==> config.mk <==
export PLATFORM = sky130hd
export DESIGN_NAME = priority_req_serializer
export DESIGN_NICKNAME = d
export VERILOG_FILES = /design/src/rtl/priority_req_serializer.sv
export SDC_FILE = /design/constraint.sdc
export NUM_CORES = 1
export LEC_CHECK = 0
export CAP_MARGIN = 10
export CELL_PAD_IN_SITES_DETAIL_PLACEMENT = 0
export CELL_PAD_IN_SITES_GLOBAL_PLACEMENT = 1
export CORE_ASPECT_RATIO = 0.7
export CORE_MARGIN = 2
export CORE_UTILIZATION = 39
export DETAILED_ROUTE_END_ITERATION = 10
export GPL_ROUTABILITY_DRIVEN = 0
export PLACE_DENSITY = 0.73
export SETUP_SLACK_MARGIN = 0.02
export SYNTH_ARGS = -nofsm -noshare
export SYNTH_HDL_FRONTEND = slang
export SYNTH_SLANG_ARGS = --single-unit
==> constraint.sdc <==
create_clock -name clk -period 7.67 [get_ports clk]
set_input_delay 1.9175 -clock clk [delete_from_list [all_inputs] [get_ports clk]]
set_output_delay 1.9175 -clock clk [all_outputs]
set_load 0.02 [all_outputs]
==> src/rtl/priority_req_serializer.sv <==
// Holds one request word and drains it as a stream of grant indices, highest set bit first.
// An all-zero word still produces a single framed beat flagged with out_empty.
module priority_req_serializer #(
   parameter int WIDTH = 128,
   parameter int IDXW  = 7,
   parameter int CNTW  = 8
) (
   input  logic             clk,
   input  logic             rst_n,
   input  logic             in_valid,
   output logic             in_ready,
   input  logic [WIDTH-1:0] in_req,
   output logic             out_valid,
   input  logic             out_ready,
   output logic [IDXW-1:0]  out_idx,
   output logic             out_last,
   output logic             out_empty,
   output logic [CNTW-1:0]  pend_cnt,
   input  logic             flush
);

   typedef enum logic {IDLE, DRAIN} state_e;

   state_e            state_q, state_d;
   logic [WIDTH-1:0]  req_q, req_d;
   logic [CNTW-1:0]   cnt_q, cnt_d;
   logic              empty_q, empty_d;
   logic [IDXW-1:0]   hi_idx;

   function automatic logic [CNTW-1:0] popcnt(input logic [WIDTH-1:0] v);
      logic [CNTW-1:0] s;
      s = '0;
      for (int i = 0; i < WIDTH; i++) s = s + CNTW'(v[i]);
      return s;
   endfunction

   // Ascending scan, so the last hit is the highest set bit (same order as the encoder).
   always_comb begin
      hi_idx = '0;
      for (int i = 0; i < WIDTH; i++)
         if (req_q[i]) hi_idx = IDXW'(i);
   end

   // Outputs depend on registered state only.
   always_comb begin
      in_ready  = (state_q == IDLE);
      out_valid = (state_q == DRAIN);
      out_idx   = (state_q == DRAIN && !empty_q) ? hi_idx : '0;
      out_last  = (state_q == DRAIN) && (cnt_q <= CNTW'(1));
      out_empty = (state_q == DRAIN) && empty_q;
      pend_cnt  = cnt_q;
   end

   always_comb begin
      state_d = state_q;
      req_d   = req_q;
      cnt_d   = cnt_q;
      empty_d = empty_q;
      if (flush) begin
         state_d = IDLE;
         req_d   = '0;
         cnt_d   = '0;
         empty_d = 1'b0;
      end else begin
         case (state_q)
            IDLE: begin
               if (in_valid) begin
                  req_d   = in_req;
                  cnt_d   = popcnt(in_req);
                  empty_d = (in_req == '0);
                  state_d = DRAIN;
               end
            end
            DRAIN: begin
               if (out_ready) begin
                  req_d[out_idx] = 1'b0;
                  cnt_d = (cnt_q != '0) ? cnt_q - CNTW'(1) : '0;
                  if (out_last) begin
                     state_d = IDLE;
                     empty_d = 1'b0;
                     cnt_d   = '0;
                  end
               end
            end
            default: state_d = IDLE;
         endcase
      end
   end

   always_ff @(posedge clk or negedge rst_n) begin
      if (!rst_n) begin
         state_q <= IDLE;
         req_q   <= '0;
         cnt_q   <= '0;
         empty_q <= 1'b0;
      end else begin
         state_q <= state_d;
         req_q   <= req_d;
         cnt_q   <= cnt_d;
         empty_q <= empty_d;
      end
   end

endmodule

# Word level (Yosys, flattened, before mapping)
# Cells that the tools add are included.
[totals]
reg_bits = 138
inputBits = 133
out_inout_bits = 19
elab_cells = 300
[classes]
n_addsub = 128
n_lt_le_gt_ge = 3
eq_ne = 3
mux = 150
bitwise = 3
n_reduce_logical = 9
[ops]
columns = ["operator", "count"]
rows = [
  ["$add 8x1->8", 120],
  ["$mux 7", 123],
  ["$mux 128", 3],
  ["$pmux 128 s2", 1],
  ["$and 128x128->128", 1],
  ["$logic_not 128->1", 1],
  ["$not 128->128", 1],
  ["$mux 8", 5],
  ["$pmux 8 s2", 1],
  ["$mux 1", 10],
  ["$add 7x1->8", 1],
  ["$le 8x1->1 const B", 1],
  ["$lt 7x8->1 const B", 1],
  ["$reduce_bool 8->1", 1],
  ["$sub 8x1->8 const B", 1],
  ["$add 6x1->7", 1],
  ["$demux 1 s7", 1],
  ["$ge 7x1->1 const B", 1],
  ["$add 5x1->6", 1],
  ["$mux 3", 2],
  ["$ne 3x3->1 const B", 2],
  ["$add 4x1->5", 1],
  ["$add 3x1->4", 1],
  ["$logic_and 1x1->1", 4],
  ["9 further kinds", 11],
]

# Logic depth before layout (Yosys ltp)
[depth]
depth_word = 137
mapped_depth = 26
depth_no_buf = 26

# Worst setup path before layout
# Ideal clock, no wire load.
[synth_timing]
path_type = "in2reg"
start = "in in_req[107]"
end = "reg cnt_q[6], in the netlist pend_cnt[6]"
setup_ps = 132
arrival_time_ps = 8509
required_ps = 7538
setup_slack_ps = -971
path_stages = 26
path_buffers = 0
path_cell_list = "inv_1 fa_1 fa_1 inv_1 fa_1 inv_1 fa_1 fa_1 fa_1 inv_1 fa_1 inv_1 fa_1 fa_1 fa_1 inv_1 ha_1 fa_1 a21o_1 a21oi_1 o21bai_1 a21oi_1 xor2_1 o21ai_0 a22oi_1 nor2_1"
[synth_via]
elab_chain_len = 24
[synth_lines]
columns = ["item", "line", "source"]
rows = [
  ["start: declaration", "12", "input logic [WIDTH-1:0] in_req,"],
  ["$add 8x1->8 (21 in series)", "33", "for (int i = 0; i < WIDTH; i++) s = s + CNTW'(v[i]);"],
  ["$mux 8", "67", "if (in_valid) begin"],
  ["$pmux 8 s2", "65", "case (state_q)"],
  ["$mux 8", "59", "if (flush) begin"],
  ["end signal: assignment", "99", "cnt_q <= cnt_d;"],
  ["end: declaration", "26", "logic [CNTW-1:0] cnt_q, cnt_d;"],
]
# No other way between the ends. The select of a mux whose other input is x is not followed.
# A chain may end at the register's enable or synchronous reset.

# Final worst setup path
[layout_timing]
start = "in in_req[9]"
end = "reg cnt_q[6], in the netlist pend_cnt[6]"
[layout_via]
elab_chain_len = 122
[layout_lines]
columns = ["item", "line"]
rows = [
  ["$add 8x1->8 (119 in series)", "33"],
  ["$mux 8", "67"],
  ["$pmux 8 s2", "65"],
  ["$mux 8", "59"],
]
# No other way between the ends. The select of a mux whose other input is x is not followed.

==> flow_summary.toml <==
[cts]
cts_max_level = 4
root_buffer = "clkbuf_16"
holdBufCountCts = 0
cts.path.max_buffers = 2
clock-sinks = 137
cts.clk_slew.worst_paths_ps = 70
numCtsBuffers = 17
worstSkewPairLatency_ps = 460
cts_tree = "done"

[grt]
grt_max_degree = 90
grt_pass1_wl_mm = 85.0
antenna_found_initial = 0
overflow = 0
grtUsageTotal_pct = 35.0
first_global_vias = 12800

[drt]
dr.pass1.iters = 8
drc = 0
viasPerCell = 6.23
routedWlPerCell_um = 27.2
vias = 13200
first_iter_violations = 1815
ant_nets = 0
wl_mm = 57.3

[timing]
final-hold-violation-count = 0
finalSetupViolCount = 7
max_freq_mhz = 116
layout_min_cycle_time_ps = 8630
timing.final.ws_setup_ps = -961
tightest_slew_ps = 1220
rsz0062_at_grt = "yes"
finalMaxSlewViolations = 0
period_share_pct = 113
max-slew-margin-rel_pct = 18.1
skew_ps = 9.12

[placement]
io_buffers = 151
dp_hpwl_mm = 44.9
placed_cell_area_um2 = 15500

[finish]
postLayoutCellArea_um2 = 16100
nets = 1954
ff_latch_area_um2 = 3430
syn2layout_area_growth_pct = 28.9
antennaDiodeCount = 0
drive_gt1_share_pct = 19.1
multi_input_area_um2 = 8120
fillers = 2963

[worst_setup_path]
cp-start-kind = "primary input"
worstPathRequired_ps = 8010
end_kind = "register"
path_max_fanout = 2
arrival_ps = 8970
critPathKind = "in2reg"

[logic_synthesis]
synth-edff-count = 0
synth_compound_area_share_pct = 24.9
synthXorXnorAreaFrac_pct = 0.351
synth_seq_cells = 137
synth_top_family_by_area = "compound AO/OA/AOI/OAI gates"
synthCells = 1420
synth_mux_area_share_pct = 0.0803
yosys_warnings = 0
synthFlopType = "dfrtp_1"
yosysTopAreaCell = "dfrtp_1"
syn-cell-area_um2 = 12500
yosys.area.top_type_share_pct = 27.5
ys_top_cells_by_area = "dfrtp_1 (28%), fa_1 (18%), inv_1 (6.5%)"
async_reset_ff_share_pct = 100
synth-adder-area-share_pct = 21.4
synth_nets = 1697
syn_area_per_cell_um2 = 8.78
synth_simple_gate_area_share_pct = 17.3
ys_types = 76
yosysSeqAreaShare_pct = 27.5

[die]
initial_core_util_pct = 39.8
die_w_um = 218
core_region_area_um2 = 31300
top_level_ports = 152
chipHeight_um = 154
dieArea_um2 = 33400
fp-row-count = 54

[hold_path]
worstHoldPathType = "reg2reg"

[run_status]
violations = "negative setup slack"
status = "finished, violations left"

[job]
drv_cap = 0
-- critical path: stages --
cell,delay [ps]
dlygate4sd2_1,240
inv_1,70
fa_1,580
fa_2,490
fa_2,560
fa_1,440
fa_1,510
fa_2,620
fa_1,460
fa_1,540
fa_1,430
fa_1,530
inv_2,50
ha_4,150
fa_2,330
a21o_1,200
a21oi_2,160
o21bai_1,90
a21oi_2,130
xor2_1,170
o21ai_1,80
a22oi_1,140
nor2_1,60
-- Yosys cell counts, types with 29 or more instances --
cell	count
o21ai_0	63
nor4_1	72
inv_1	216
a21oi_1	130
nand2_1	74
a22oi_1	32
nor2_1	102
a22o_1	34
a32o_1	29
clkbuf_1	55
nor3_1	32
ha_1	29
dfrtp_1	137
fa_1	115
nand4_1	35
-- path summary, 6_finish.rpt --
kind,endpoint,cells past startpoint,from,slack (ps)
setup / recovery,pend_cnt[6],23,in_req[9],-960
hold / removal,pend_cnt[5],2,pend_cnt[5],580
setup reg to reg,req_q[35],10,req_q[38],3310
hold reg to reg,pend_cnt[5],2,pend_cnt[5],580
max in group asynchronous,req_q[116],2,rst_n,4800
min in group asynchronous,req_q[25],1,rst_n,1570
-- metal layers --
layer | vias up | track usage [%] | wire, µm
met4 | 0 | 10.9 | 1820
met2 | 892 | 47.9 | 23100
met1 | 6424 | 50.2 | 24100
met3 | 147 | 13.9 | 8370
li1 | 5688 | - | -
met5 | - | 0 | 0
-- flip-flops by register name (all words and copies together), names as in the netlist --
signal	flops
out_valid	1
pend_cnt	8
req_q	127
empty_q	1
-- stage by stage --
stage	cells	worst slack [ps]	util, %	TNS, ps	hold slack, ps
after CTS	2110	-974	51.4	-4920	565
after floorplan	1420	-845	-	-3520	504
after detailed placement	2078	-1810	49.5	-11490	544
final	2110	-961	51.4	-4760	576
after global placement	2078	-1840	49.5	-11640	546
after global routing	2110	-1130	51.4	-6140	621
-- placed cells by master, fill, tap and decap left out, drive strengths merged, types with 7 or more instances in the layout --
| master | instances |
|---|---|
| fa | 115 |
| inv | 217 |
| a31oi | 13 |
| a221oi | 7 |
| o21ai | 64 |
| buf | 170 |
| a31o | 14 |
| and2 | 8 |
| o31ai | 14 |
| o211ai | 10 |
| dfrtp | 137 |
| o311ai | 17 |
| nand2 | 74 |
| or4 | 10 |
| ha | 29 |
| nor3 | 34 |
| a21oi | 131 |
| a32o | 29 |
| a32oi | 7 |
| nand3 | 23 |
| nand2b | 9 |
| nand4 | 35 |
| clkbuf | 33 |
| clkdlybuf4s15 | 14 |
| nor4 | 77 |
| a22oi | 32 |
| a22o | 34 |
| nor2b | 11 |
| clkdlybuf4s50 | 86 |
| dlygate4sd2 | 14 |
| nor2 | 102 |
| a211oi | 9 |
-- what timing repair did --
| item | in CTS | in global routing |
|---|---|---|
| gates resized for setup | 163 | 81 |
| buffers inserted | 0 | 0 |
| endpoints found under the setup margin | 8 | 8 |
| pin swaps | 43 | 34 |
-- cell type report --
cell class / instances / share of cell area (%)
inverters: 217 / 5.16
repair buffers: 300 / 15.7
clock inverters: 15 / 1.39
clock buffers: 17 / 2.65
well taps: 420 / 3.27
flip-flops and latches: 137 / 21.3
multi-input cells: 1004 / 50.5
-- cell families (layout without fill, tap and decap cells) --
| kind of cell | Yosys count | in the layout |
|---|---|---|
| fa+ha+maj | 144 | 144 |
| buf+inv | 279 | 549 |
| mux | 1 | 1 |
| simple gates | 410 | 410 |
| compound gates | 444 | 444 |
| xor+xnor | 5 | 5 |
| flops | 137 | 137 |
Power is not shown: default switching activity piles up to over one toggle a cycle in this logic, so the estimate is an artifact.
==> patch 1: new RTL, same settings <==
Set the parameter `IDXW` to 6 (it was 7).
--- a/src/rtl/priority_req_serializer.sv
+++ b/src/rtl/priority_req_serializer.sv
@@ -4,3 +4,3 @@
    parameter int WIDTH = 128,
-   parameter int IDXW  = 7,
+   parameter int IDXW  = 6,
    parameter int CNTW  = 8
Ports: changed (resized out_idx); port bits go from 152 to 151. No check against the original RTL was run, so the function may have changed too.
==> patch 1 against the original RTL <==
  * The run still ends with negative setup slack left
  * Area after synthesis fell by 9.1%
  * Sequential cell count did not move
  * Design area fell by 9.0%
  * Critical path depth rose by 2
  * Synthesized cell count fell by 17%
  * Register-to-register slack got worse by 0.25 ns
  * Sequential share of layout area rose by 2.1 points
  * Setup slack improved by 0.010 ns
  * Wire length fell by 19%
  * Highest routed layer unchanged
Power is not shown: default switching activity piles up to over one toggle a cycle in this logic, so the estimate is an artifact.
==> patch 1: results (changes against the original RTL) <==
metric;value;unit;change
outcome;finished with violations;;
failing checks;negative setup slack;;
vias in the first global route;10520;;-18%
vias post-DR;10775;;-18%
worst setup margin;-0.9504;ns;+0.01050 ns
setup TNS;-4.976;ns;-0.2185 ns
Synth Area in Adders;0.2351;;+0.02131
sequential area share after synthesis;0.3025;;+0.02742
first-pass GRT wire length;68.28;mm;-20%
Wirelength per Cell;25.48;um;-6.2%
worst r2r path cells;9;;-1
HPWL after DPL;36.81;mm;-18%
PortBufs;150;;-0.66%
# setup viols final;7;;unchanged
GRT Total Usage;0.3071;;-0.04263
compound-gate portion of the synthesized area;0.2050;;-0.04396
Worst Hold Depth;1;;-1
Worst slew margin;0.07357;;-0.1079
Layout Skew;0.008343;ns;-0.0007792 ns
launch point of the worst path;in_req[69];;
Iter 0 DRT Violations;1441;;-21%
syn nets;1451;;-14%
post-synthesis mux area share;0.0008831;;+0.00008005
Crit Reg-Reg Startpoint;req_q[78]$_DFFE_PN0P_;;
top cells by area, synth;dfrtp_1 30%, fa_1 20%, inv_1 6.8%, a22o_1 5.3%, nor4_1 3.8%;;
reg-to-reg slack, setup;3.06;ns;-0.25 ns
RR Endpoint;req_q[57]$_DFFE_PN0P_;;
largest net degree at the start of global routing;128;;+42%
Post-Synth XOR/XNOR Area;0.005409;;+0.001896
synth unique cells;83;;+9.2%
placed cell areas;0.01411;mm2;-8.8%
synth cell count leaders;205 x inv_1, 137 x dfrtp_1, 115 x fa_1;;
share of cells above drive strength 1;0.1868;;-0.004365
==> patch 1: routing by layer <==
metal	GRT usage	wire length, um	part of all wire	vias to the layer above
li1	-	-	-	4730
met1	0.4473	20420	0.44	5349
met2	0.4090	18520	0.40	632
met3	0.1413	6235	0.13	64
met4	0.07447	1024	0.022	0
met5	0	0	0	-
==> patch 1: worst min-delay path by stage <==
stage / startpoint / end / slack (ns)
after floorplan: req_q[1]$_DFFE_PN0P_ / req_q[1]$_DFFE_PN0P_ / 0.49
after global placement: req_q[114]$_DFFE_PN0P_ / req_q[114]$_DFFE_PN0P_ / 0.53
after global routing: req_q[114]$_DFFE_PN0P_ / req_q[114]$_DFFE_PN0P_ / 0.58
after CTS: req_q[32]$_DFFE_PN0P_ / req_q[32]$_DFFE_PN0P_ / 0.56
final: req_q[114]$_DFFE_PN0P_ / req_q[114]$_DFFE_PN0P_ / 0.56
after detailed placement: req_q[32]$_DFFE_PN0P_ / req_q[32]$_DFFE_PN0P_ / 0.54
==> patch 1: area by class of cell <==
cell class,instances,area [um2]
clock buffers,21,460.4
clock inverters,8,51.30
fillers,2716,14130
inverters,207,784.5
multi-input cells,789,7121
flip-flops and latches,137,3428
well taps,378,473.0
repair buffers,273,2307
==> patch 1: through the flow <==
stage	utilization	instances	setup WS (ns)
after global routing	0.5086	1813	-1.173
final	0.5086	1813	-0.9504
after global placement	0.4906	1781	-1.769
after CTS	0.5080	1811	-0.9619
after floorplan	-	1174	-0.8344
after detailed placement	0.4906	1781	-1.793
==> patch 1: timing repair <==
item,CTS,global route
resized for setup,173,25
pin swaps,67,34
setup buffers,1,3
endpoints found under the setup margin,8,8
==> patch 2: new RTL, config.mk and constraints unchanged <==
Without the edit above. Register the output `pend_cnt`, cleared by the reset; this adds one clock of latency there. The other outputs are not delayed to match.
--- a/src/rtl/priority_req_serializer.sv
+++ b/src/rtl/priority_req_serializer.sv
@@ -22,2 +22,4 @@
    typedef enum logic {IDLE, DRAIN} state_e;
+
+   logic [CNTW-1:0] pend_cnt_d;
 
@@ -50,3 +52,3 @@
       out_empty = (state_q == DRAIN) && empty_q;
-      pend_cnt  = cnt_q;
+      pend_cnt_d = cnt_q;
    end
@@ -103,2 +105,10 @@
 
+   always_ff @(posedge clk or negedge rst_n) begin
+      if (!rst_n) begin
+         pend_cnt <= '0;
+      end else begin
+         pend_cnt <= pend_cnt_d;
+      end
+   end
+
 endmodule
Formal check against the unedited RTL: not equivalent (a bounded check fails within 4 cycles, from zero or initial values and one cycle with rst_n low).
==> patch 2 against the original RTL <==
  * The flow still finishes with violations (negative setup slack)
  * Critical endpoint is now cnt_q[2]$_DFFE_PN0P_
  * Setup slack better by 0.10 ns
  * Area after synthesis grew 0.84%
  * Via count decreased by 2.5%
  * Wire length decreased by 2.3%
  * Design area about the same
  * Sequential cell count rose by 8
  * Critical path depth rose by 3
Power is left out: the tool's default activity adds up to more than one toggle a clock period on the data nets, which glitch-free logic cannot reach.
==> patch 2: results (changes against the original RTL) <==
metric;value;unit;change
GRT Total Usage;0.3393;;-0.01034
HP Start;cnt_q[7]$_DFFE_PN0P_;;
Wirelength per Cell;27.34;um;+0.64%
RR Endpoint;req_q[102]$_DFFE_PN0P_;;
syn nets;1649;;-2.8%
Crit-path slowest cell;fa_1;;
Crit Reg-Reg Startpoint;req_q[87]$_DFFE_PN0P_;;
Layout Skew;0.01155;ns;+0.002432 ns
vias in the first global route;12441;;-2.6%
hold path endpoint;pend_cnt[7]$_DFF_PN0_;;
grt met2 use;0.4647;;-0.01403
Synth Area in Adders;0.2120;;-0.001788
failing checks;negative setup slack;;
Avg Inst Size Synth;9.161;um2;+4.4%
# nets final;1892;;-3.2%
Worst Hold Depth;0;;-2
Fill cells;2965;;+0.067%
post-synthesis mux area share;0.002389;;+0.001586
met2 routed WL;22.87;mm;-0.82%
# setup viols final;7;;unchanged
Placed Instances;2012;;-3.2%
compound-gate portion of the synthesized area;0.2360;;-0.01293
crit path to;cnt_q[2]$_DFFE_PN0P_;;
worst setup margin;-0.8577;ns;+0.1032 ns
placed cell areas;0.01539;mm2;-0.54%
met3 GRT Util;0.09656;;-0.04271
Iter 0 DRT Violations;1751;;-3.5%
share of cells above drive strength 1;0.1916;;+0.0005219
Worst Path Arrival;8.87;ns;-0.10 ns
sequential area share after synthesis;0.2887;;+0.01363
Post-Synth XOR/XNOR Area;0.003484;;-0.00002938
metal3 WL;7.432;mm;-11%
router iterations before antenna repair;6;;-2
final hold slack;0.4304;ns;-0.1451 ns
outcome;finished with violations;;
first-pass GRT wire length;82.88;mm;-2.5%
Slew @ Worst Pin;1.224;ns;+0.007124 ns
met1 usage;0.5052;;+0.003712
top cells by area, synth;dfrtp_1 29%, fa_1 18%, inv_1 6.2%, a22o_1 3.8%, nor4_1 3.5%;;
largest net degree at the start of global routing;86;;-4.4%
-- patch 2: changes by cell type after synthesis, moves of 8 or more --
cell / unedited run / this run
a21o_1: 6 / 31
a21oi_1: 130 / 79
a22o_1: 34 / 55
a31oi_1: 13 / 27
a32o_1: 29 / 38
clkbuf_1: 55 / 47
dfrtp_1: 137 / 145
inv_1: 216 / 206
nand3_1: 23 / 39
nor2_1: 102 / 82
o21ai_0: 63 / 35
o311ai_0: 17 / 3
-- patch 2: timing repair --
action | 4_1_cts | 5_1_grt
endpoints found under the setup margin | 8 | 8
gates resized for setup | 202 | 25
gates cloned | 0 | 0
pin swaps | 43 | 22
setup buffers | 4 | 1
endpoints found under the hold margin | 0 | 0
-- patch 2: final cells by class --
cell class              count  area, um2  share of cell area
clock buffers              20      446.7             0.02781
multi-input cells         953       7999              0.4979
clock inverters            12      252.7             0.01573
well taps                 420      525.5             0.03271
repair buffers            291       2427              0.1511
flip-flops and latches    145       3628              0.2259
inverters                 207      784.5             0.04884
